[src/rtl/sram_block_mover.sv]
// sram_block_mover: moves 64-bit DES blocks between the byte-wide sram and the DES datapath
module sram_block_mover #(
    parameter logic [15:0] BASE_ADDR = 16'h0001,
    parameter int          NUM_BYTES = 8
) (
    input  logic                   clk,
    input  logic                   n_rst,
    input  logic                   load_start,
    input  logic                   store_start,
    input  logic [8*NUM_BYTES-1:0] block_in,
    output logic [8*NUM_BYTES-1:0] block_out,
    output logic                   block_valid,
    output logic                   busy,
    output logic                   done,
    output logic                   sram_read_enable,
    output logic                   sram_write_enable,
    output logic [15:0]            sram_address,
    output logic [7:0]             sram_write_data,
    input  logic [7:0]             sram_read_data
);
    localparam int BW = 8 * NUM_BYTES;
    localparam int IW = NUM_BYTES > 1 ? $clog2(NUM_BYTES) : 1;
    localparam logic [IW-1:0] LAST = IW'(NUM_BYTES - 1);
    localparam logic [1:0] IDLE = 2'd0, LOAD = 2'd1, STORE = 2'd2, DONE = 2'd3;
    logic [1:0]    state;
    logic [IW-1:0] idx;
    logic [BW-1:0] sreg;
    // Sequencer: one sram byte per cycle, load wins over store, starts ignored while busy
    always_ff @(posedge clk or negedge n_rst) begin
        if (!n_rst) begin
            state             <= IDLE;
            idx               <= '0;
            sreg              <= '0;
            block_out         <= '0;
            block_valid       <= 1'b0;
            busy              <= 1'b0;
            done              <= 1'b0;
            sram_read_enable  <= 1'b0;
            sram_write_enable <= 1'b0;
            sram_address      <= '0;
            sram_write_data   <= '0;
        end else begin
            case (state)
                IDLE: begin
                    if (load_start) begin
                        state            <= LOAD;
                        idx              <= '0;
                        sram_address     <= BASE_ADDR;
                        sram_read_enable <= 1'b1;
                        block_valid      <= 1'b0;
                        busy             <= 1'b1;
                    end else if (store_start) begin
                        state             <= STORE;
                        idx               <= '0;
                        sreg              <= block_in;
                        sram_address      <= BASE_ADDR;
                        sram_write_enable <= 1'b1;
                        sram_write_data   <= block_in[7:0];
                        busy              <= 1'b1;
                    end
                end
                LOAD: begin
                    block_out[8*idx +: 8] <= sram_read_data;
                    idx                   <= idx + 1'b1;
                    sram_address          <= sram_address + 16'd1;
                    if (idx == LAST) begin
                        state            <= DONE;
                        sram_read_enable <= 1'b0;
                        sram_address     <= '0;
                        block_valid      <= 1'b1;
                        done             <= 1'b1;
                    end
                end
                STORE: begin
                    idx             <= idx + 1'b1;
                    sram_address    <= sram_address + 16'd1;
                    sram_write_data <= sreg[15:8];
                    sreg            <= sreg >> 8;
                    if (idx == LAST) begin
                        state             <= DONE;
                        sram_write_enable <= 1'b0;
                        sram_address      <= '0;
                        sram_write_data   <= '0;
                        done              <= 1'b1;
                    end
                end
                DONE: begin
                    state <= IDLE;
                    done  <= 1'b0;
                    busy  <= 1'b0;
                end
                default: state <= IDLE;
            endcase
        end
    end
endmodule

[config.mk]
export PLATFORM = sky130hd
export DESIGN_NAME = sram_block_mover
export DESIGN_NICKNAME = d
export VERILOG_FILES = /design/src/rtl/sram_block_mover.sv
export SDC_FILE = /design/constraint.sdc
export NUM_CORES = 1
export LEC_CHECK = 0
export ABC_CLOCK_PERIOD_IN_PS = 3000
export BUFFER_PORTS_ARGS = -buffer_cell sky130_fd_sc_hd__buf_2
export CORE_MARGIN = 2
export CORE_UTILIZATION = 53
export CTS_CLUSTER_SIZE = 14
export DETAILED_ROUTE_END_ITERATION = 12
export PLACE_DENSITY = 0.81
export SETUP_SLACK_MARGIN = 0.3
export SYNTH_ARGS = -nofsm -noshare
export SYNTH_HDL_FRONTEND = slang
export SYNTH_SLANG_ARGS = --single-unit
export TNS_END_PERCENT = 10
[constraint.sdc]
create_clock -name clk -period 3 [get_ports clk]
set_clock_uncertainty 0.15 [all_clocks]
set_input_delay 0.6 -clock clk [delete_from_list [all_inputs] [get_ports clk]]
set_output_delay 0.6 -clock clk [all_outputs]
set_load 0.005 [all_outputs]
Yosys cells after proc, flatten, opt, wreduce, memory -nomap -nowiden
Index checks and enable logic that the tools add are counted.

Add/sub/neg operators: 3. Eq/ne operators: 11. Shifts and indexed selects: 2. Mux-type cells: 31. Reduce and logical (&&, ||, !) cells: 14.

Operators with widths (number): $mux 64 (2); $pmux 64 s2 (1); $bwmux 64 (1); $shift 8x34->64 const A (1); $shiftx 8x34->64 (1); $mux 16 (3); $neg 6->34 (1); $pmux 16 s2 (1); $mux 8 (3); $add 16x1->16 const B (1); $pmux 8 s2 (1); $ne 2x2->1 const B (5); $pmux 1 s2 (5); $reduce_bool 2->1 (5); $reduce_and 2->1 (4); $mux 1 (7); $mux 2 (3); $mux 3 (2); $pmux 2 s3 (1); $pmux 3 s2 (1); $reduce_and 3->1 (2); $eq 2x2->1 const B (2); $reduce_and 4->1 (1); $add 3x1->3 const B (1); 6 further kinds (6).

Flip-flop bits (word level): 162. Input bits: 76. Output and inout bits: 93. Logic and storage cells: 72.

Logic depth before layout (Yosys ltp)
Depth after elaboration: 4. Gate-level depth with buffers: 9. Depth with buffers taken out: 7.

Least setup slack after synthesis
No wires, ideal clock.

Kind: register -> register. From: register idx[0]. To: register block_out[54]. Library setup time: 125 ps. Arrival: 2166 ps. Data required time: 2725 ps. Setup slack: 559 ps. Stages on the path, launching flop included: 8. Buffers on the path: 1. Clock period less this slack: 2441 ps. Cell sequence: dfrtp_1 > buf_2 > inv_1 > ha_1 > ha_1 > nand2b_1 > nor4_2 > mux2_2.

Cells in the longest elaborated chain, start to end: 3. Elaborated cells between the ends (all ways): 4. Those cells by class: add/sub: 1; shift: 2; mux: 1.

RTL lines: from (decl) (RTL line 26) `logic [IW-1:0] idx;`; from (signal assigned) (RTL line 64) `idx <= idx + 1'b1;`; from (signal assigned) (RTL line 75) `idx <= idx + 1'b1;`; $neg 6->34 (*) (RTL line 63) `block_out[8*idx +: 8] <= sram_read_data;`; $shiftx 8x34->64 or $shift 8x34->64 (tied branches) (RTL line 63); $bwmux 64 (*) (RTL line 63); to (signal, indexed assignment) (RTL line 63); to (decl) (RTL line 11) `output logic [8*NUM_BYTES-1:0] block_out,`.

Mark *: on every way between the ends. The rest lies on a longest branch, timed or not. A chain may end at the register's enable or synchronous reset.

Final worst setup path
From: register idx[1]. To: register block_out[50].

Same word-level chain as after synthesis.

==> flow_metrics.env <==
export IMPL_cts_buffers=17
export IMPL_ys_warn_count=0
export IMPL_crit_buf_inv=1
export IMPL_start_kind="flop"
export IMPL_cts_root_buf="clkbuf_16"
export IMPL_grt_util_met2=0.3772
export IMPL_yosys_register_bits=154
export IMPL_met3_usage=0.08285
export IMPL_cts_max_level=4
export IMPL_syn_inst=672
export IMPL_tightest_slew_ns=0.8753
export IMPL_crit_fanout=7
export IMPL_cts_setup_buffers=0
export IMPL_cp_end_kind="flop"
export IMPL_cap_violations=0
export IMPL_dpl_hpwl_um=11290
export IMPL_finalCritPeriodShare=0.8434
export IMPL_clk_pin_slew_ns=0.06
export IMPL_synth_edf_count=0
export IMPL_drt_iter0_markers=294
export IMPL_period_minus_slack_ns=2.530
export IMPL_ys_seq_area_frac=0.5615
export IMPL_postRouteAntennaNets=0
export IMPL_p_leak_nw=4.169
export IMPL_grt_busiest_layer="met2"
export IMPL_hold_violations=0
export IMPL_drc=0
export IMPL_yosysUniqueCellTypes=42
export IMPL_required_ns=3.18
export IMPL_overflow=0
export IMPL_rows=41
export IMPL_grt_pass1_wl_um=26590
export IMPL_worstPathCellList="inv_1 -> ha_1 -> ha_1 -> nand2b_1 -> nor3_1 -> nand3_1 -> o21ai_0"
export IMPL_groute_usage_overall=0.2400
export IMPL_area_growth_pct=24.85
export IMPL_met1_usage=0.3054
export IMPL_drv_slew=0
export IMPL_yosys_most_used_dff="dfrtp_1"
export IMPL_syn_num_nets=759
export IMPL_crit_family="simple AND/OR/NAND/NOR gates"
export IMPL_hold_class="input port to asynchronous set/reset pin"
export IMPL_reg2regPathDepth=7
export IMPL_critPathMaxStageDelay_ns=0.72
export IMPL_io_buffers=168
export IMPL_numClockSinks=154
export IMPL_dr_pass1_iters=4
export IMPL_vias=5455
export IMPL_crit_cells=7
export IMPL_via_per_inst=5.332
export IMPL_syn_area_um2=6863
export IMPL_tns_ns=0
export IMPL_dp_slack_ns=0.4436
export IMPL_path_class="flop to flop"
export IMPL_antenna_found_initial=1
export IMPL_clock_path_buffers=2
export IMPL_relSlewSlack=0.4120
export IMPL_ir_drop_uv=674.5
export IMPL_die_h_um=117.8
export IMPL_setup_slack_ns=0.4699
export IMPL_status="completed"
export IMPL_die_x_um=117.8
export IMPL_layout_nets=924
export IMPL_synth_avg_cell_area_um2=10.21
export IMPL_slowest_stage="nor3_1"
export IMPL_ios=169
export IMPL_core_area_um2=12620
export IMPL_fmax_mhz=395.2
export IMPL_drive_above_1_share=0.2812
export IMPL_grt_max_degree=71
export IMPL_rsz0062_at_grt="no"
export IMPL_multi_input_area_um2=2751
export IMPL_fillCellCount=998
export IMPL_synth_async_reset_ratio=1.000
export IMPL_place_congestion=0.8132
export IMPL_clkLatencyLatePin_ns=0.42
export IMPL_seq_area_um2=3854
export IMPL_cp_common_cell="ha_1"
export IMPL_cts_tree="yes"
export IMPL_p_per_area_nw_per_um2=1063
export IMPL_grt_pass1_vias=5363
export IMPL_wl_per_cell_um=15.47
export IMPL_routed_wl_um=15820
export IMPL_setup_viol=0
export IMPL_worstPathArrival_ns=2.71
export IMPL_finalPower_mw=9.105
export IMPL_die_area_um2=13870
export IMPL_initial_core_util=0.5438
stage by stage:
stage | utilization | cell area [um2] | hold WS (ns) | std cells
finish | 0.6790 | 8568 | 0.03835 | 1023
global route | 0.6790 | 8568 | 0.07774 | 1023
CTS | 0.6786 | 8563 | 0.05940 | 1022
detailed placement | 0.6292 | 7940 | 0.3058 | 990
global placement | 0.6292 | 7940 | 0.2996 | 990
floorplan | - | 6863 | 0.1544 | 672
state kept, by name, indices dropped and copies added (netlist names), 2 cells and up:
signal           cells
block_out           64
idx                  3
sram_address        16
sram_write_data      8
sreg                56
state                2
synth_stat cells (2+ instances only):
cell / number / area share
or4_1: 7 / 0.0077
dfrtp_1: 154 / 0.56
nand2_1: 128 / 0.070
mux2_2: 14 / 0.023
a21oi_1: 19 / 0.014
buf_6: 2 / 0.0033
nor3_1: 5 / 0.0036
nand2b_1: 7 / 0.0064
buf_2: 8 / 0.0058
or3_1: 2 / 0.0018
a21o_1: 2 / 0.0022
a221o_1: 6 / 0.0088
clkbuf_1: 24 / 0.013
nor2b_1: 5 / 0.0046
nor2_1: 16 / 0.0088
buf_1: 2 / 0.0011
xnor2_1: 2 / 0.0026
o31ai_1: 11 / 0.012
inv_1: 30 / 0.016
nand4_1: 4 / 0.0036
and4_1: 3 / 0.0038
a32o_1: 2 / 0.0029
a22o_1: 8 / 0.010
nor4_2: 3 / 0.0055
or2_2: 2 / 0.0018
o21ai_0: 93 / 0.068
and3_1: 2 / 0.0018
nor4_1: 2 / 0.0018
o22ai_1: 2 / 0.0018
nand3_1: 35 / 0.026
mux2i_1: 51 / 0.074
ha_1: 11 / 0.020
cell families (layout without fill, tap and decap cells):
group,Yosys count,count (layout),share of synthesized area
and+or+nand+nor,228,228,0.1555
other,0,1,0
xor gates and xnor gates,3,3,0.003829
buffers and inverters,67,245,0.04084
DFF,154,154,0.5615
AOI/OAI and AO/OA,144,144,0.1209
adders and majority gates,11,11,0.02005
muxes,65,65,0.09736
worst reg2reg max path: stages, from the launching register on:
cell and delay [ns]:
dfrtp_1 0.38, inv_1 0.06, ha_1 0.20, ha_1 0.36, nand2b_1 0.28, nor3_1 0.72
nand3_1 0.18, o21ai_0 0.12
area by class of cell:
| type | instances | share of cell area |
|---|---|---|
| Clock buffer | 21 | 0.05607 |
| Tap cell | 172 | 0.02512 |
| Antenna cell | 1 | 0.0002921 |
| Multi-Input combinational cell | 451 | 0.3211 |
| Inverter | 30 | 0.01314 |
| Timing Repair Buffer | 183 | 0.1178 |
| Clock inverter | 11 | 0.01665 |
| Sequential cell | 154 | 0.4498 |
placed cells by master (no fill, tap or decap), drive strengths merged, types with 11 or more instances in the layout:
cell	netlist	routed
clkbuf	24	21
ha	11	11
nand3	35	35
nand2	128	128
nor2	16	16
o21ai	93	93
mux2	14	14
a21oi	19	19
inv	30	30
o31ai	11	11
dfrtp	154	154
mux2i	51	51
buf	13	183
power by group:
group          leakage [nW]  switching [mW]  internal (mW)  total, mW
combinational          2.00            1.90           1.47       3.37
sequential             1.88           0.540           2.98       3.53
clock                 0.293           0.821           1.39       2.21
total                  4.17            3.26           5.84       9.10
per-layer routing:
layer	wire length [um]	up-vias
met5	0	-
met4	396	0
met3	1209	28
met2	7482	180
met1	6734	2580
li1	-	2667
path summary, 6_finish.rpt:
path,from,endpoint,slack [ns]
worst max-delay path,idx[1],block_out[50],0.47
worst min-delay path,n_rst,block_out[35],0.04
worst max register to register,idx[1],block_out[50],0.47
worst min register to register,block_out[32],block_out[32],0.31
max in group asynchronous,n_rst,sram_address[3],1.98
min in group clk,block_in[59],sreg[59],0.25
what timing repair did:
item	in CTS	in global routing
hold buffers	0	0
setup endpoints to repair	0	5
resized for setup	0	1
No activity file was read; power rests on OpenSTA's default activity.
